### src/rtl/muldiv_seq.sv
// Sequential RV32M multiply/divide unit: one shared 32-iteration shift-add /
// restoring-divide engine, with divide-by-zero and overflow short-circuited.
module muldiv_seq #(
    parameter int XLEN = 32
) (
    input  logic            clk_i,
    input  logic            rst_i,
    input  logic            start_i,
    input  logic            kill_i,
    input  logic [2:0]      funct3_i,
    input  logic [XLEN-1:0] a_i,
    input  logic [XLEN-1:0] b_i,
    output logic            busy_o,
    output logic            done_o,
    output logic [XLEN-1:0] result_o
);

    localparam int CW = $clog2(XLEN);

    typedef enum logic [1:0] {S_IDLE, S_CALC, S_FIX} state_e;

    state_e            state_q, state_d;
    logic [2:0]        op_q, op_d;
    logic              neg_a_q, neg_a_d;
    logic              neg_b_q, neg_b_d;
    logic              special_q, special_d;
    logic              done_q, done_d;
    logic [XLEN-1:0]   opnd_q, opnd_d;
    logic [XLEN-1:0]   result_q, result_d;
    logic [2*XLEN-1:0] acc_q, acc_d;
    logic [CW-1:0]     cnt_q, cnt_d;

    logic              accept;
    logic              a_signed, b_signed, neg_a, neg_b;
    logic              div_zero, div_ovf;
    logic [XLEN-1:0]   mag_a, mag_b, special_val;
    logic [XLEN:0]     mul_sum;
    logic [2*XLEN-1:0] mul_next, div_next;
    logic [XLEN:0]     rem_sh;
    logic              rem_ge;
    logic [XLEN-1:0]   rem_diff;
    logic [2*XLEN-1:0] prod_fix;
    logic [XLEN-1:0]   quot_fix, rem_fix, fix_val;

    assign accept   = (state_q == S_IDLE) && start_i && !kill_i;

    // Operand decode at acceptance: sign flags, magnitudes, short-circuit detection
    assign a_signed = (funct3_i == 3'b001) || (funct3_i == 3'b010) ||
                      (funct3_i == 3'b100) || (funct3_i == 3'b110);
    assign b_signed = (funct3_i == 3'b001) || (funct3_i == 3'b100) || (funct3_i == 3'b110);
    assign neg_a    = a_signed && a_i[XLEN-1];
    assign neg_b    = b_signed && b_i[XLEN-1];
    assign mag_a    = neg_a ? -a_i : a_i;
    assign mag_b    = neg_b ? -b_i : b_i;
    assign div_zero = funct3_i[2] && (b_i == '0);
    assign div_ovf  = funct3_i[2] && !funct3_i[0] &&
                      (a_i == {1'b1, {(XLEN-1){1'b0}}}) && (b_i == '1);
    assign special_val = div_zero ? (funct3_i[1] ? a_i : '1)
                                  : (funct3_i[1] ? '0 : {1'b1, {(XLEN-1){1'b0}}});

    // Multiply: acc holds {partial product, remaining multiplier bits}
    assign mul_sum  = {1'b0, acc_q[2*XLEN-1:XLEN]} + (acc_q[0] ? {1'b0, opnd_q} : '0);
    assign mul_next = {mul_sum, acc_q[XLEN-1:1]};

    // Divide: acc holds {remainder, quotient}; the shifted remainder needs one extra bit
    assign rem_sh   = acc_q[2*XLEN-1:XLEN-1];
    assign rem_ge   = rem_sh >= {1'b0, opnd_q};
    assign rem_diff = rem_sh[XLEN-1:0] - opnd_q;
    assign div_next = rem_ge ? {rem_diff, acc_q[XLEN-2:0], 1'b1}
                             : {acc_q[2*XLEN-2:0], 1'b0};

    assign prod_fix = (neg_a_q ^ neg_b_q) ? -acc_q : acc_q;
    assign quot_fix = (neg_a_q ^ neg_b_q) ? -acc_q[XLEN-1:0] : acc_q[XLEN-1:0];
    assign rem_fix  = neg_a_q ? -acc_q[2*XLEN-1:XLEN] : acc_q[2*XLEN-1:XLEN];

    always_comb begin
        fix_val = rem_fix;
        if (special_q) begin
            fix_val = acc_q[XLEN-1:0];
        end else begin
            unique case (op_q)
                3'b000:                 fix_val = prod_fix[XLEN-1:0];
                3'b001, 3'b010, 3'b011: fix_val = prod_fix[2*XLEN-1:XLEN];
                3'b100, 3'b101:         fix_val = quot_fix;
                default:                fix_val = rem_fix;
            endcase
        end
    end

    always_ff @(posedge clk_i or posedge rst_i) begin
        if (rst_i) begin
            state_q   <= S_IDLE;
            op_q      <= '0;
            neg_a_q   <= 1'b0;
            neg_b_q   <= 1'b0;
            special_q <= 1'b0;
            done_q    <= 1'b0;
            opnd_q    <= '0;
            result_q  <= '0;
            acc_q     <= '0;
            cnt_q     <= '0;
        end else begin
            state_q   <= state_d;
            op_q      <= op_d;
            neg_a_q   <= neg_a_d;
            neg_b_q   <= neg_b_d;
            special_q <= special_d;
            done_q    <= done_d;
            opnd_q    <= opnd_d;
            result_q  <= result_d;
            acc_q     <= acc_d;
            cnt_q     <= cnt_d;
        end
    end

    always_comb begin
        state_d = state_q;
        if (kill_i) begin
            state_d = S_IDLE;
        end else begin
            unique case (state_q)
                S_IDLE: if (start_i) state_d = (div_zero || div_ovf) ? S_FIX : S_CALC;
                S_CALC: if (cnt_q == CW'(XLEN-1)) state_d = S_FIX;
                S_FIX:  state_d = S_IDLE;
                default: state_d = S_IDLE;
            endcase
        end
    end

    always_comb begin
        op_d      = op_q;
        neg_a_d   = neg_a_q;
        neg_b_d   = neg_b_q;
        special_d = special_q;
        opnd_d    = opnd_q;
        acc_d     = acc_q;
        cnt_d     = cnt_q;
        result_d  = result_q;
        done_d    = 1'b0;
        unique case (state_q)
            S_IDLE: begin
                if (accept) begin
                    op_d      = funct3_i;
                    neg_a_d   = neg_a;
                    neg_b_d   = neg_b;
                    special_d = div_zero || div_ovf;
                    cnt_d     = '0;
                    if (funct3_i[2]) begin
                        opnd_d = mag_b;
                        acc_d  = {{XLEN{1'b0}}, mag_a};
                    end else begin
                        opnd_d = mag_a;
                        acc_d  = {{XLEN{1'b0}}, mag_b};
                    end
                    if (div_zero || div_ovf) acc_d = {{XLEN{1'b0}}, special_val};
                end
            end
            S_CALC: begin
                acc_d = op_q[2] ? div_next : mul_next;
                cnt_d = cnt_q + 1'b1;
            end
            S_FIX: begin
                if (!kill_i) begin
                    result_d = fix_val;
                    done_d   = 1'b1;
                end
            end
            default: ;
        endcase
    end

    assign busy_o   = (state_q != S_IDLE);
    assign done_o   = done_q;
    assign result_o = result_q;

endmodule
### config.mk
export PLATFORM = sky130hd
export DESIGN_NAME = muldiv_seq
export DESIGN_NICKNAME = d
export VERILOG_FILES = /design/src/rtl/muldiv_seq.sv
export SDC_FILE = /design/constraint.sdc
export NUM_CORES = 1
export LEC_CHECK = 0
export BUFFER_PORTS_ARGS = -buffer_cell sky130_fd_sc_hd__buf_2
export CAP_MARGIN = 20
export CORE_ASPECT_RATIO = 0.8
export CORE_MARGIN = 3
export CORE_UTILIZATION = 57
export CTS_CLUSTER_SIZE = 40
export DETAILED_ROUTE_END_ITERATION = 16
export PLACE_DENSITY = 0.88
export SYNTH_ARGS = -nofsm -noshare
export SYNTH_HDL_FRONTEND = slang
export SYNTH_SLANG_ARGS = --single-unit
### constraint.sdc
create_clock -name clk_i -period 6 [get_ports clk_i]
set_clock_uncertainty 0.1 [all_clocks]
set_input_delay 0.3 -clock clk_i [delete_from_list [all_inputs] [get_ports clk_i]]
set_output_delay 0.3 -clock clk_i [all_outputs]
set_load 0.01 [all_outputs]
# Word-level counts from Yosys, hierarchy flattened
# Index checks and enable logic that the tools add are counted.
# totals
register_bits	142
in_bits	71
out_inout_bits	34
word_cells	92
# op_classes
add_sub_neg	8
magnitude_cmp	1
n_eq_ne	17
mux	27
n_bitwise	2
n_reduce_logical	27
# ops
cell	n
$mux 32	11
$mux 64	5
$neg 32->32	4
$pmux 64 s2	1
$pmux 32 s3	1
$eq 32x32->1 const B	2
$neg 64->64	1
$add 32x32->33	1
$ge 33x32->1	1
$logic_not 32->1	1
$sub 32x32->32	1
$eq 3x3->1 const B	4
$pmux 5 s2	1
$eq 3x2->1 const B	3
$logic_and 1x1->1	8
$mux 2	4
$reduce_and 2->1	4
$eq 3x1->1 const B	2
$logic_or 1x1->1	6
$ne 3x3->1 const B	2
$add 5x1->5 const B	1
$eq 5x5->1 const B	1
$mux 5	1
$pmux 2 s2	1
12 further kinds	15

# Longest topological paths before layout
# logic_depth
word_depth	10
ltp_mapped	14
depth_no_buf	13

# Worst setup path before layout
# OpenSTA, ideal clock, no wires.
# synth_path
path_kind	register -> register
startpoint	register acc_q[0]
endpoint	register acc_q[56]
setup_ns	0.083
t_arrival_ns	3.146
required_time_ns	5.817
path_slack_ns	2.672
path_stages_with_launch	14
path_buffers	1
synth_period_minus_slack_ns	3.328
cell_sequence	dfrtp_1 > inv_1 > clkbuf_1 > nor2_1 > ha_1 > a21oi_1 > a21oi_1 > or4_1 > a21oi_1 > a2bb2oi_1 > mux2_2 > nor3_1 > o21ai_0 > o21ai_0
# synth_via
elab_chain_len	4
# synth_lines
element	line_no	rtl
from (decl)	30	logic [2*XLEN-1:0] acc_q, acc_d;
from (signal assigned)	100	acc_q <= '0;
from (signal assigned)	111	acc_q <= acc_d;
$mux 32	62	assign mul_sum = {1'b0, acc_q[2*XLEN-1:XLEN]} + (acc_q[0] ? {1'b0, opnd_q} : '0);
$add 32x32->33	62	
$mux 64	159	acc_d = op_q[2] ? div_next : mul_next;
$pmux 64 s2	140	unique case (state_q)
# No other way between the ends.
# A chain may end at the register's enable or synchronous reset.

# Worst setup path in the final report
# layout_path
startpoint	register acc_q[0]
endpoint	register acc_q[51]
# The elaborated chain is that of the path after synthesis.

==> results.md <==
* Status: finished clean
* Antenna cells at 0
* Area growth syn-to-layout at 8.23%
* Worst Setup Start Kind: register
* Hold Fails Final Rpt at 0
* Layout cell share with drive strength beyond 1 at under 10%
* Post-synthesis sequential area ratio at between 20% and 30%
* Synth warn at 0
* Antenna violations before repair at 0
* Ys async rst share at between 90% and 100%
* M1 GR Usage at between 50% and 60%
* CTS Root Cell: clkbuf_16
* Max Slew Vio Count at 0
* Worst-Margin Slew at 1.08 ns
* Worst-case clock buffer depth at 2
* Synthesis-stage register bit count at 142
* Core Box Area at 25600 um2
* Number of global-route vias before repair at between 10000 and 15000
* Worst path required time at between 6 and 7 ns
* RSZ-0062 raised after global routing: no
* Die X-Extent at around 190 um
* Initial core utilization at between 50% and 60%
* Main area contributors after synthesis: dfrtp_1 24%, o21ai_0 7.0%, xnor2_1 6.1%
* Syn Inst Count at between 2000 and 2500
* Crit path DAT at about 4.5 ns
* Via density at roughly 6.9
* Die ar. at about 28000 um2
* Post-synth EDFFs at 0
* Setup_tns at 0 ns
* Worst slew margin at approximately 28%
* Count leader, synth: nand2_1
* Post-detailed-route count of antenna-violating nets at 0
* Final cell area excluding filler cells at around 16000 um2
* Postcts setup bufs at 0
* Unique masters post-synth at 82
* Mapped Nets at 2164
* GPL Wtd Cong at roughly 1.0
* Post-detail-place hpwl at roughly 42000 um
* Synth area leader: dfrtp_1
* Die height at roughly 150 um
* 1st-iter DRT viols at 2580
* Pre-CTS setup slack at 1.87 ns
* GRT busiest layer: met2
* Clock sinks at about 140
* CP Capture Type: register
* Post-Syn Area per Cell at roughly 7.4 um2
* GR Util met2 at 55.3%
* Placed inst area at 15500 um2
* Synth Area in Adders at under 10%
* P_leak at ~6.7 nW
* Min-Delay Path Class: input pin to register
* Final min period at around 4.3 ns
* Pwr Density at between 400 and 500 nW/um2
* Synth Area in Compound Gates at between 20% and 30%
* Port Buffers at 104
* TritonCTS clock tree: done
* First-pass GRT wire length at 85400 um
* DRC Markers at 0
* Synth cell count leaders: 216 x nand2_1, 210 x o21ai_0, 172 x a21oi_1
* Synth Area in XOR/XNOR at 10.9%
* Inserted Clock Buffers at 17
* Simple-Gate Fraction of Synth Area at between 20% and 30%
* Clock Latency Late Sink at between 0.4 and 0.5 ns
* Max IR drop VDD at 0.289 mV
* Fmax at between 200 and 250 MHz
* First-pass DRT Iterations at 6
* Crit path max fanout at 20
* Largest family of logic cells by synthesized area: compound AO/OA/AOI/OAI gates
* Cell Rows at 52
* Largest net degree at the start of global routing at about 100
* Synth top area share at 23.7%
* Worst stage delay on the critical path at 0.60 ns
* CTS H-tree depth at 4
* Final setup margin at between 1.5 and 2 ns
* # fillers at between 2000 and 2500
* Total GRT Usage at 38.5%
* IO Pins at between 100 and 150
* Post-synth top flop: dfrtp_1
* Multiplexer area fraction after synthesis at roughly 3.4%
* Crit-path most repeated cell: a31oi_1
* Clock edge transition at the registers on the reported setup and hold paths at 0.07 ns
* Synthesized area at between 10000 and 15000 um2
* Final WL at roughly 56000 um
* Crit path kind: register to register
* MaxCap Viol Count at 0
* Setup Viol. Count Final at 0
* Routed len/inst at between 20 and 25 um
* Grt total ovfl at 0
* Critical Path Slowest Stage Cell: inv_1
* Period utilization at a little under three quarters
* Fin nets at roughly 2200
* Cells along the critical path: inv_1 -> buf_4 -> nor2_1 -> ha_1 -> nand2b_1 -> a21o_1 -> a21oi_1 -> nand3_1 -> a31oi_1 -> a31oi_1 -> o21ai_0 -> xor2_1 -> a221o_1
* Via count at about 16000
* Met3 GRT Util at 11.3%
-- worst paths after layout --
check / slack [ns] / cells after the start / start / end
hold / removal: 0.08 / 3 / funct3_i[0] / op_q[0]$_DFFE_PP0P_
setup reg to reg: 1.72 / 13 / acc_q[0]$_DFFE_PP0P_ / acc_q[51]$_DFFE_PP0P_
setup / recovery: 1.72 / 13 / acc_q[0]$_DFFE_PP0P_ / acc_q[51]$_DFFE_PP0P_
hold reg to reg: 0.37 / 2 / result_o[0]$_DFFE_PP0P_ / result_o[0]$_DFFE_PP0P_
max in group asynchronous: 4.03 / 4 / rst_i / op_q[2]$_DFFE_PP0P_
min in group asynchronous: 0.45 / 3 / rst_i / neg_b_q$_DFFE_PP0P_
-- worst max-delay path, delay by kind of cell, from the launching register on --
family | cells | cell delay [ns]
xor gates and xnor gates | 1 | 0.12
AOI/OAI and AO/OA | 6 | 1.83
adders and majority gates | 1 | 0.34
buffers and inverters | 2 | 0.95
and+or+nand+nor | 3 | 0.39
DFF | 1 | 0.45
-- registers in the layout, summed over array words and instances, names as in the netlist --
name / cells
op_q: 3
cnt_q: 5
special_q: 1
neg_a_q: 1
opnd_q: 32
neg_b_q: 1
done_o: 1
result_o: 32
acc_q: 64
state_q: 2
-- power breakdown --
group	leakage, nW	switching (W)	internal [W]
combinational	4.66	0.00271	0.00170
clock	0.316	0.000520	0.000679
sequential	1.77	0.000639	0.00120
-- routing by layer --
layer | routed length, um | vias up
met5 | 0 | -
met4 | 2010 | 0
li1 | - | 7349
met1 | 23100 | 7630
met2 | 22700 | 1185
met3 | 7970 | 153
-- cell type report --
class	instances	area [um2]	area share [%]
Inverter	74	283	1.74
Timing Repair Buffer	126	711	4.38
Sequential cell	142	3550	21.9
Clock inverter	15	216	1.33
Clock buffer	17	425	2.62
Tap cell	351	439	2.71
Multi-Input combinational cell	1653	10600	65.3
-- cell usage in the layout, fill, tap and decap left out, drive strengths merged, types with 8 or more instances in the layout --
master    n
nand2b   22
or4      16
nor2    169
nor2b     8
xnor2   106
nand2   217
o31ai    41
mux2i    46
o22ai    12
and2     10
buf     124
nor4     17
a211oi   32
dfrtp   142
a21o     24
o211ai   34
a22oi    22
o21a     14
nand4    25
clkbuf   17
inv      83
a31oi    37
o221ai   21
xor2     79
a221oi   12
or3      31
or2      12
nand3    28
nor3     54
a21oi   172
o21ai   218
and3     14
ha       71
-- logic make-up after synthesis --
logic type,after synthesis
AO/OA/AOI/OAI,700
AND/OR/NAND/NOR,644
buffers and inverters,225
XOR/XNOR,185
flip-flops,142
adder cells (fa/ha/maj),73
multiplexers,51
-- timing repair --
action,CTS,global route
endpoints found under the setup margin,0,0
gates resized for setup,0,0
hold buffers,2,0
endpoints found under the hold margin,81,0
-- per-stage QoR --
stage	hold WS, ns	total power (W)	utilization, %	std cells
after floorplan	0.271	0.00482	-	2020
final	0.0768	0.00745	63.4	2378
after global placement	0.360	0.00598	60.7	2343
after CTS	0.0560	0.00725	63.3	2377
after detailed placement	0.365	0.00604	60.7	2343
after global routing	0.0805	0.00789	63.4	2378
Power figures use the tool's default switching activity.
